--- config.mk ---
export PLATFORM = sky130hd
export DESIGN_NAME = dffsr_pipe_flat
export DESIGN_NICKNAME = d
export VERILOG_FILES = /design/src/rtl/dffsr_pipe_if.sv /design/src/rtl/dffsr_pipe.sv /design/src/flat_wrapper.sv
export SDC_FILE = /design/constraint.sdc
export NUM_CORES = 1
export LEC_CHECK = 0
export BUFFER_PORTS_ARGS = -buffer_cell sky130_fd_sc_hd__buf_2
export CORE_MARGIN = 5
export CORE_UTILIZATION = 30
export DETAILED_ROUTE_END_ITERATION = 10
export PLACE_DENSITY_LB_ADDON = 0.12
export SKIP_LAST_GASP = 1
export SYNTH_ARGS = -nofsm -noshare
export SYNTH_HDL_FRONTEND = slang
export SYNTH_SLANG_ARGS = --single-unit
--- constraint.sdc ---
create_clock -name CLK -period 3.15 [get_ports CLK]
set_input_delay 0.7875 -clock CLK [delete_from_list [all_inputs] [get_ports CLK]]
set_output_delay 0.7875 -clock CLK [all_outputs]
set_load 0.02 [all_outputs]
--- src/rtl/dffsr_pipe_if.sv ---
// Bus bundle for dffsr_pipe: stage-0 controls and data in, pipeline tail and
// occupancy out. The pipeline has no backpressure; EN is a plain advance strobe,
// VALID_IN/VALID_OUT are qualifiers, and nothing waits on a ready signal.
interface dffsr_pipe_if #(
   parameter int WIDTH = 8,
   parameter int DEPTH = 3
);
   logic                         EN;
   logic                         VALID_IN;
   logic [WIDTH-1:0]             D;
   logic [WIDTH-1:0]             SET;
   logic [WIDTH-1:0]             CLR;
   logic [WIDTH-1:0]             Q;
   logic                         VALID_OUT;
   logic [$clog2(DEPTH+1)-1:0]   CNT;

   modport master (
      output EN, VALID_IN, D, SET, CLR,
      input  Q, VALID_OUT, CNT
   );

   modport slave (
      input  EN, VALID_IN, D, SET, CLR,
      output Q, VALID_OUT, CNT
   );
endinterface

--- src/rtl/dffsr_pipe.sv ---
// Multi-stage register pipeline. Stage 0 is a set/clear flop word whose masks
// act every cycle, even while stalled; later stages are a plain stallable delay
// line of data plus valid. CNT tracks how many stages currently hold valid data.
module dffsr_pipe #(
   parameter int               WIDTH    = 8,
   parameter int               DEPTH    = 3,
   parameter bit               CLR_PRIO = 1'b1,
   parameter logic [WIDTH-1:0] RST_VAL  = '0
) (
   input  logic          CLK,
   input  logic          RST,
   dffsr_pipe_if.slave   bus
);
   localparam int CW = $clog2(DEPTH+1);

   logic [WIDTH-1:0] s_q [DEPTH];
   logic [DEPTH-1:0] v_q;
   logic [CW-1:0]    cnt_q;
   logic [CW-1:0]    cnt_d;
   logic [WIDTH-1:0] base_d;
   logic [WIDTH-1:0] s0_d;
   logic             cnt_inc;
   logic             cnt_dec;

   // Stage-0 next word: pick new data or hold, then apply the SET/CLR masks.
   always_comb begin
      base_d = bus.EN ? bus.D : s_q[0];
      s0_d   = base_d;
      if (CLR_PRIO) begin
         s0_d = (base_d | bus.SET) & ~bus.CLR;
      end else begin
         s0_d = (base_d & ~bus.CLR) | bus.SET;
      end
   end

   // Occupancy: +1 when a valid word enters, -1 when a valid word leaves the tail.
   always_comb begin
      cnt_inc = bus.EN & bus.VALID_IN;
      cnt_dec = bus.EN & v_q[DEPTH-1];
      cnt_d   = cnt_q;
      case ({cnt_inc, cnt_dec})
         2'b10:   cnt_d = cnt_q + CW'(1);
         2'b01:   cnt_d = cnt_q - CW'(1);
         default: cnt_d = cnt_q;
      endcase
   end

   // Stage 0 data always updates (masks apply during stalls); its valid moves only on EN.
   always_ff @(posedge CLK) begin
      if (RST) begin
         s_q[0] <= RST_VAL;
         v_q[0] <= 1'b0;
      end else begin
         s_q[0] <= s0_d;
         if (bus.EN) begin
            v_q[0] <= bus.VALID_IN;
         end
      end
   end

   // Delay line for stages 1..DEPTH-1; shifts only on EN, untouched by the masks.
   always_ff @(posedge CLK) begin
      if (RST) begin
         for (int k = 1; k < DEPTH; k++) begin
            s_q[k] <= RST_VAL;
            v_q[k] <= 1'b0;
         end
      end else if (bus.EN) begin
         for (int k = 1; k < DEPTH; k++) begin
            s_q[k] <= s_q[k-1];
            v_q[k] <= v_q[k-1];
         end
      end
   end

   // Occupancy counter register.
   always_ff @(posedge CLK) begin
      if (RST) begin
         cnt_q <= '0;
      end else begin
         cnt_q <= cnt_d;
      end
   end

   assign bus.Q         = s_q[DEPTH-1];
   assign bus.VALID_OUT = v_q[DEPTH-1];
   assign bus.CNT       = cnt_q;
endmodule

--- src/flat_wrapper.sv ---
// flat-port wrapper written by rule: the top's interface ports become plain ports
module dffsr_pipe_flat 
#(
   parameter int               WIDTH    = 8,
   parameter int               DEPTH    = 3,
   parameter bit               CLR_PRIO = 1'b1,
   parameter logic [WIDTH-1:0] RST_VAL  = '0
)
  (CLK, RST, bus_EN, bus_VALID_IN, bus_D, bus_SET, bus_CLR, bus_Q, bus_VALID_OUT, bus_CNT);
  dffsr_pipe_if #(.WIDTH(WIDTH), .DEPTH(DEPTH)) bus_i ();
  input  logic CLK;
  input  logic RST;
  input wire logic [$bits(bus_i.EN)-1:0] bus_EN;
  input wire logic [$bits(bus_i.VALID_IN)-1:0] bus_VALID_IN;
  input wire logic [$bits(bus_i.D)-1:0] bus_D;
  input wire logic [$bits(bus_i.SET)-1:0] bus_SET;
  input wire logic [$bits(bus_i.CLR)-1:0] bus_CLR;
  output wire logic [$bits(bus_i.Q)-1:0] bus_Q;
  output wire logic [$bits(bus_i.VALID_OUT)-1:0] bus_VALID_OUT;
  output wire logic [$bits(bus_i.CNT)-1:0] bus_CNT;
  assign bus_i.EN = bus_EN;
  assign bus_i.VALID_IN = bus_VALID_IN;
  assign bus_i.D = bus_D;
  assign bus_i.SET = bus_SET;
  assign bus_i.CLR = bus_CLR;
  assign bus_Q = bus_i.Q;
  assign bus_VALID_OUT = bus_i.VALID_OUT;
  assign bus_CNT = bus_i.CNT;
  dffsr_pipe #(.WIDTH(WIDTH), .DEPTH(DEPTH), .CLR_PRIO(CLR_PRIO), .RST_VAL(RST_VAL)) u_core (.CLK(CLK), .RST(RST), .bus(bus_i));
endmodule
==> Implementation_results.wiki, run 1 <==
{| class="wikitable"
! Metric !! Value
|-
| Outcome || finished, final reports clean
|-
| Share of flip-flops with an asynchronous set or reset || 0%
|-
| # diodes || 0
|-
| Reg2reg path depth || 4
|-
| Worst Setup Slack post-DPL || 857 ps
|-
| Total placed instance area || 1410 sq um
|-
| First DRT Iteration DRCs || 37
|-
| Shortest clock period the worst path allows after layout || 1970 ps
|-
| Count of synthesis-stage warnings from yosys || 0
|-
| Final setup skew || 4.60 ps
|-
| Highest signal layer in the routed design || met4
|-
| Clock tree from TritonCTS || yes
|-
| Max-slew violation count || 0
|-
| Routed length on met2 || 1030 um
|-
| Hold Crit Depth || 2
|-
| Die span in x || 72.9 um
|-
| Number of core rows || 22
|-
| Critical path startpoint category || input port
|-
| Cell variety after synth || 24
|-
| Net Count, Synth || 119
|-
| Maximum clock path buffer count || 2
|-
| NetSw || 0.183 mW
|-
| Proportion of power drawn by the clock network || 35.9%
|-
| Number of instances in the synthesized netlist || 90
|-
| Core utilization of the finished layout || 39.8%
|-
| Input/output buffers || 38
|-
| Count of unresolved DRC violations after routing || 0
|-
| Hold Buf Count CTS || 0
|-
| HPWL Detailed || 1530 um
|-
| Cell type with the largest total area after synthesis || edfxtp_1
|-
| Post-route antenna net violation count || 0
|-
| Vias in the first global route || 787
|-
| Multi-input combinational cell area || 418 sq um
|-
| Vert. Die Dim || 72.9 um
|-
| Largest cells by area after synthesis || edfxtp_1 (40%), dfxtp_1 (22%), and2_1 (9.0%)
|-
| Kind of end point of the critical path || register
|-
| # Max-Cap Violations || 0
|-
| Proportion of total power due to net switching || 23.3%
|-
| Setup ws final || 1180 ps
|-
| Post-Route Hold Slack || 481 ps
|-
| Nets@finish || 160
|-
| Actual slew at the worst max-slew pin || 626 ps
|-
| Fill cell instance count of the final layout || 380
|-
| Maximum net fanout on the critical path || 23
|-
| Share of the clock period used by the worst path || 62.4%
|-
| Share of final-layout standard cells stronger than drive strength 1 || 42.4%
|-
| Sequential fraction of the synthesis area || 62.4%
|-
| Highest clock rate || 509 MHz
|-
| Via-to-Cell Ratio || 4.27
|-
| Comb pwr share || 9.8%
|-
| Non-filler cells, final || 180
|-
| Post-CTS setup repair buffer count || 0
|-
| CTS sink cnt || 29
|-
| Clock transition at the register clock pins on the worst setup and hold paths after CTS || 60 ps
|-
| Critical R2R Launch || u_core.bus.VALID_OUT
|-
| Crit Reg-Reg Endpoint || u_core.bus.CNT[1]
|-
| Length of routed met3 wiring || 198 um
|-
| Leakage power || 0.624 nW
|-
| Post-route met1 wirelength || 861 um
|-
| Total via count after detailed routing || 769
|-
| Number of synthesized flops with an enable pin || 16
|-
| Top-Level Pins || 39
|-
| Weighted congestion at the end of routability-driven global placement || 0.776
|-
| Max H-tree Level || 2
|-
| Arrival time at the worst endpoint || 2170 ps
|-
| DIE AREA || 5320 sq um
|-
| Post-synthesis register bit count || 29
|-
| Worst vdd rail ir drop || 0.000203 V
|-
| Final Hold Fails || 0
|-
| Fin area || 1490 sq um
|-
| Syn Std Cell Area || 1190 sq um
|-
| Number of detailed-routing iterations run before antenna repair || 4
|-
| Final global-route overflow total || 0
|-
| Maximum number of pins on one net before global-route repair || 24
|-
| Slew Limit Headroom || 58.2%
|-
| Reg-to-reg setup timing slack || 1760 ps
|-
| CP required || 3360 ps
|-
| Number of antenna violations at the first check in global routing || 0
|-
| Classification of the worst-slack hold path || register to register
|-
| Worst Hold Path EP || u_core.v_q[0]
|-
| Setup TNS after final layout || 0 ps
|-
| Final setup violation count || 0
|-
| Clk Latency, worst-skew pair || 280 ps
|-
| # placed instances || 172
|-
| Startpoint of the tightest hold check path || u_core.v_q[0]
|-
| Final routed wire length divided by cell count || 12.0 um
|-
| Wire length of the first global-routing pass || 3530 um
|-
| Internal power summed over all cells || 0.602 mW
|-
| Starting Density || 31.7%
|-
| Total clock buffers created by CTS || 5
|-
| Unrepaired setup endpoints after global routing || false
|-
| Seq pwr share || 54.3%
|-
| Areal power density over the cells || 527 nW/um^2
|-
| Register area || 741 sq um
|-
| Post-synthesis average cell area || 13.2 sq um
|-
| Quantity of gates resized following cts || 0
|-
| Clk Tree Root Cell || clkbuf_8
|-
| Total power || 0.786 mW
|-
| Startpoint-to-endpoint class of the critical path || input port to register
|-
| Area growth from synthesis to layout || 25.5%
|-
| Routed WL || 2150 um
|-
| Global-route total usage across every layer || 9.16%
|-
| Dominant synthesized flop cell || edfxtp_1
|-
| Core footprint || 3740 sq um
|-
| Portion of synthesized cell area occupied by the leading cell type || 40.5%
|}
==> layout by cell type, fill, tap and decap left out, types with 2 or more instances in the layout <==
master	instances
a211oi_2	5
edfxtp_1	16
buf_2	38
and2_1	17
clkbuf_8	5
nor2b_1	8
nor3_2	5
a211oi_1	3
nor2_1	3
dfxtp_1	13
clkinv_1	2
mux2i_1	2
nor3_1	3
==> kinds of logic (layout without fill, tap and decap cells) <==
| logic type | count (synthesis) | in the layout | share of synthesized area [%] |
|---|---|---|---|
| DFF | 29 | 29 | 62.4 |
| buffers and inverters | 4 | 46 | 2.42 |
| muxes | 2 | 2 | 1.69 |
| and+or+nand+nor | 41 | 41 | 22.2 |
| AOI/OAI and AO/OA | 11 | 11 | 8.75 |
| adders and majority gates | 1 | 1 | 1.05 |
| xor gates and xnor gates | 2 | 2 | 1.48 |
==> routing by layer <==
metal / vias up / global-route usage [%]
met2: 25 / 14.3
met4: 0 / 7.38
met1: 338 / 9.29
met3: 8 / 4.27
li1: 398 / -
met5: - / 0
==> final cells by class <==
| type | instances | share of cell area, % |
|---|---|---|
| multi-input cells | 57 | 28.0 |
| clock buffers | 5 | 4.62 |
| well taps | 48 | 4.03 |
| clock inverters | 3 | 0.840 |
| flip-flops and latches | 29 | 49.7 |
| repair buffers | 38 | 12.8 |
==> worst max-delay path, cell delays in order <==
cell and delay (ps):
buf_2 360, nand2_1 150, ha_1 340, or3_1 390, a21oi_2 140
==> power by group through the flow <==
stage	Sequential (mW)	Clock, mW	Combinational (mW)
after global placement	0.434	0	0.0769
after global routing	0.429	0.315	0.0857
after floorplan	0.445	0	0.0368
final	0.427	0.282	0.0767
after detailed placement	0.435	0	0.0788
after CTS	0.427	0.296	0.0791
==> cells in the mapped netlist, types with 2 or more instances <==
cell type	number
nor3_1	3
mux2i_1	2
a211oi_1	3
and2_1	17
nor2b_1	8
buf_2	2
edfxtp_1	16
nor2_1	3
a211oi_2	5
dfxtp_1	13
nor3_2	5
==> sequential cells by signal, summed over array words and instances (netlist names) <==
register,flops
u_core.s_q,24
u_core.bus.VALID_OUT,1
u_core.bus.CNT,2
u_core.v_q,2
==> worst max-delay path by stage <==
stage	start	end	slack, ps	cells after the start
detailed placement	bus_EN	u_core.bus.CNT[1]	860	5
global route	bus_EN	u_core.bus.CNT[1]	1020	5
CTS	bus_EN	u_core.bus.CNT[1]	1160	5
global placement	bus_EN	u_core.bus.CNT[1]	960	5
finish	bus_EN	u_core.bus.CNT[1]	1180	5
floorplan	bus_EN	u_core.bus.CNT[1]	1050	6
(Power assumes the default switching activity.)
==> run 2, diff against run 1 <==
--- a/config.mk
+++ b/config.mk
@@ -5,6 +5,7 @@
 export SDC_FILE = /design/constraint.sdc
 export NUM_CORES = 1
 export LEC_CHECK = 0
+export ABC_AREA = 1
 export BUFFER_PORTS_ARGS = -buffer_cell sky130_fd_sc_hd__buf_2
 export CORE_MARGIN = 5
 export CORE_UTILIZATION = 30
==> constraint.sdc (replaced) <==
create_clock -name CLK -period 1.85 [get_ports CLK]
set_input_delay 0.4625 -clock CLK [delete_from_list [all_inputs] [get_ports CLK]]
set_output_delay 0.4625 -clock CLK [all_outputs]
set_load 0.02 [all_outputs]
==> run 2 against run 1 <==
Effect of this change:
- non-clock buffer count grew 2
- sequential cell count is the same
- routed wire length grew 2.0%
- count of clock-buffer cells in the layout is the same
==> Implementation_results.wiki, run 2 <==
{| class="wikitable"
! Metric !! Value
|-
| Hold Buf Count CTS || 0 (unchanged)
|-
| First DRT Iteration DRCs || 25 (was 37)
|-
| Final setup violation count || 0 (unchanged)
|-
| Reg2reg path depth || 8 (was 4)
|-
| Most frequent standard cell in the layout excluding fill and tap cells || buf_2 (unchanged)
|-
| Fill cell instance count of the final layout || 434 (was 380)
|-
| Syn Std Cell Area || 1230 sq um (was 1190 sq um)
|-
| Final global-route overflow total || 0 (unchanged)
|-
| Post-CTS setup repair buffer count || 0 (unchanged)
|-
| Number of core rows || 23 (was 22)
|-
| Share of flip-flops with an asynchronous set or reset || 0% (unchanged)
|-
| Count of synthesis-stage warnings from yosys || 0 (unchanged)
|-
| Total clock buffers created by CTS || 5 (unchanged)
|-
| Number of instances in the synthesized netlist || 133 (was 90)
|-
| Maximum clock path buffer count || 2 (unchanged)
|-
| Final routed wire length divided by cell count || 9.67 um (was 12.0 um)
|-
| Actual slew at the worst max-slew pin || 247 ps (was 626 ps)
|-
| Setup TNS after final layout || 0 ps (unchanged)
|-
| Input/output buffers || 38 (unchanged)
|-
| Most used cells in the layout excluding fill and tap cells || buf_2 (38), inv_1 (31), nor2_1 (18) (was buf_2 (38), and2_1 (17), edfxtp_1 (16))
|-
| Kind of end point of the critical path || output pin (was register)
|-
| HPWL Detailed || 1670 um (was 1530 um)
|-
| Slew Limit Headroom || 83.5% (was 58.2%)
|-
| CP max stage cell || dfxtp_1 (was or3_1)
|-
| Largest register FFs || 24 (unchanged)
|-
| Clk Tree Root Cell || clkbuf_8 (unchanged)
|-
| Number of detailed-routing iterations run before antenna repair || 2 (was 4)
|-
| Die span in x || 74.0 um (was 72.9 um)
|-
| Vias in the first global route || 964 (was 787)
|-
| Final Hold Fails || 0 (unchanged)
|-
| Clk Latency, worst-skew pair || 280 ps (about the same)
|-
| Weighted congestion at the end of routability-driven global placement || 0.751 (was 0.776)
|-
| Core footprint || 3970 sq um (was 3740 sq um)
|-
| Share of final-layout standard cells stronger than drive strength 1 || 33.9% (was 42.4%)
|-
| Portion of synthesized cell area occupied by the leading cell type || 39.1% (was 40.5%)
|-
| Number of antenna violations at the first check in global routing || 0 (unchanged)
|-
| Register containing the most flip-flops in the final layout || u_core.s_q (unchanged)
|-
| List of cells traversed by the critical path || buf_2 (was buf_2 -> nand2_1 -> ha_1 -> or3_1 -> a21oi_2)
|-
| Cell type with the largest total area after synthesis || edfxtp_1 (unchanged)
|-
| Cell variety after synth || 18 (was 24)
|-
| Post-synthesis average cell area || 9.23 sq um (was 13.2 sq um)
|-
| Leakage power || 0.781 nW (was 0.624 nW)
|-
| Hold Crit Depth || 3 (was 2)
|-
| Critical path startpoint category || register (was input port)
|-
| Nets@finish || 205 (was 160)
|-
| Worst vdd rail ir drop || 0.000391 V (was 0.000203 V)
|-
| Top-Level Pins || 39 (unchanged)
|-
| Share of the clock period used by the worst path || 72.3%
|-
| Crit-path leading delay family || flip-flops (was simple AND/OR/NAND/NOR gates)
|-
| Post-synthesis register bit count || 29 (unchanged)
|-
| CP Depth || 1 (was 5)
|-
| Number of synthesized flops with an enable pin || 16 (unchanged)
|-
| Routed WL || 2200 um (was 2150 um)
|-
| Clock transition at the register clock pins on the worst setup and hold paths after CTS || 60 ps (about the same)
|-
| Arrival time at the worst endpoint || 880 ps (was 2170 ps)
|-
| Total via count after detailed routing || 894 (was 769)
|-
| Sequential fraction of the synthesis area || 60.3% (was 62.4%)
|-
| Shortest clock period the worst path allows after layout || 1340 ps
|-
| Slowest Stage Delay on Critical Path || 400 ps (was 390 ps)
|-
| Buffers plus inverters on the worst setup path || 1 (unchanged)
|-
| Total placed instance area || 1470 sq um (was 1410 sq um)
|-
| Via-to-Cell Ratio || 3.94 (was 4.27)
|-
| Unrepaired setup endpoints after global routing || false (unchanged)
|-
| Max-slew violation count || 0 (unchanged)
|-
| CP required || 1390 ps (was 3360 ps)
|-
| Starting Density || 30.9% (was 31.7%)
|-
| Wire length of the first global-routing pass || 4060 um (was 3530 um)
|-
| Fin area || 1610 sq um (was 1490 sq um)
|-
| Post-route antenna net violation count || 0 (unchanged)
|-
| Clock tree from TritonCTS || yes (unchanged)
|-
| Maximum net fanout on the critical path || 6 (was 23)
|-
| Max H-tree Level || 2 (unchanged)
|-
| Final setup skew || 6.00 ps (was 4.60 ps)
|-
| Maximum number of pins on one net before global-route repair || 19 (was 24)
|-
| Area growth from synthesis to layout || 30.9% (was 25.5%)
|-
| Quantity of gates resized following cts || 0 (unchanged)
|-
| Vert. Die Dim || 74.0 um (was 72.9 um)
|-
| Leading cell type by number of instances after synthesis || inv_1 (was and2_1)
|-
| CTS sink cnt || 29 (unchanged)
|-
| Net Count, Synth || 162 (was 119)
|-
| Areal power density over the cells || 1020 nW/um^2 (was 527 nW/um^2)
|-
| Classification of the worst-slack hold path || input port to register (was register to register)
|-
| Ranking of synthesized cells by instance count || inv_1 (31), nor2_1 (18), edfxtp_1 (16), nand2_1 (15), o21ai_0 (15) (was and2_1 (17), edfxtp_1 (16), dfxtp_1 (13), nor2b_1 (8))
|-
| Outcome || finished, final reports clean (unchanged)
|-
| Count of unresolved DRC violations after routing || 0 (unchanged)
|-
| Largest cells by area after synthesis || edfxtp_1 (39%), dfxtp_1 (21%), inv_1 (9.5%) (was edfxtp_1 (40%), dfxtp_1 (22%), and2_1 (9.0%))
|-
| # Max-Cap Violations || 0 (unchanged)
|-
| Highest clock rate || 748 MHz
|-
| Global-route total usage across every layer || 9.79% (was 9.16%)
|-
| Startpoint-to-endpoint class of the critical path || register to output pin (was input port to register)
|-
| # diodes || 0 (unchanged)
|-
| DIE AREA || 5470 sq um (was 5320 sq um)
|-
| Dominant synthesized flop cell || edfxtp_1 (unchanged)
|}
run 2: final cells by class:
type                    instances  area (sq um)  area share, %
flip-flops and latches         29           741           46.1
multi-input cells              68           329           20.5
well taps                      50          62.6           3.89
clock buffers                   5          68.8           4.28
repair buffers                 40           218           13.6
clock inverters                 3          65.1           4.05
inverters                      32           123           7.63
run 2: cell families (layout without fill, tap and decap cells):
logic type / count (synthesis) / after routing / synth area share, %
compound gates: 21 / 21 / 8.77
fa+ha+maj: 1 / 1 / 1.02
buf+inv: 36 / 80 / 12.8
flops: 29 / 29 / 60.3
simple gates: 46 / 46 / 17.0
run 2: final timing paths:
check / endpoint / slack, ps / start
worst max register to register: u_core.bus.CNT[1] / 730 / u_core.bus.VALID_OUT
worst min register to register: u_core.v_q[1] / 490 / u_core.v_q[1]
worst max-delay path: bus_CNT[0] / 510 / u_core.bus.CNT[0]
worst min-delay path: u_core.s_q[0][4] / 390 / bus_SET[4]
run 2: worst min-delay path: cells and delay by family:
kind            cells  cell delay (ps)
compound gates      1               60
buf+inv             2              110
run 2: stage by stage:
stage               total power, mW  utilization, %  cells  hold slack (ps)  worst slack [ps]
detailed placement            0.883            37.1    219              473               431
global route                   1.72            40.5    227              387               477
finish                         1.64            40.5    227              389               512
floorplan                     0.828               -    133              442               420
global placement              0.880            37.1    219              464               455
CTS                            1.67            40.5    227              379               500
run 2: metal layers:
metal  wire, um  track usage, %
met5          0               0
met4         40            4.23
met3        175            4.59
met2        970            15.3
met1       1010            11.6
run 2: power breakdown:
group | internal [mW] | total, mW | switching, mW
combinational | 0.0567 | 0.141 | 0.0847
sequential | 0.715 | 0.725 | 0.00981
clock | 0.535 | 0.772 | 0.237
total | 1.31 | 1.64 | 0.332
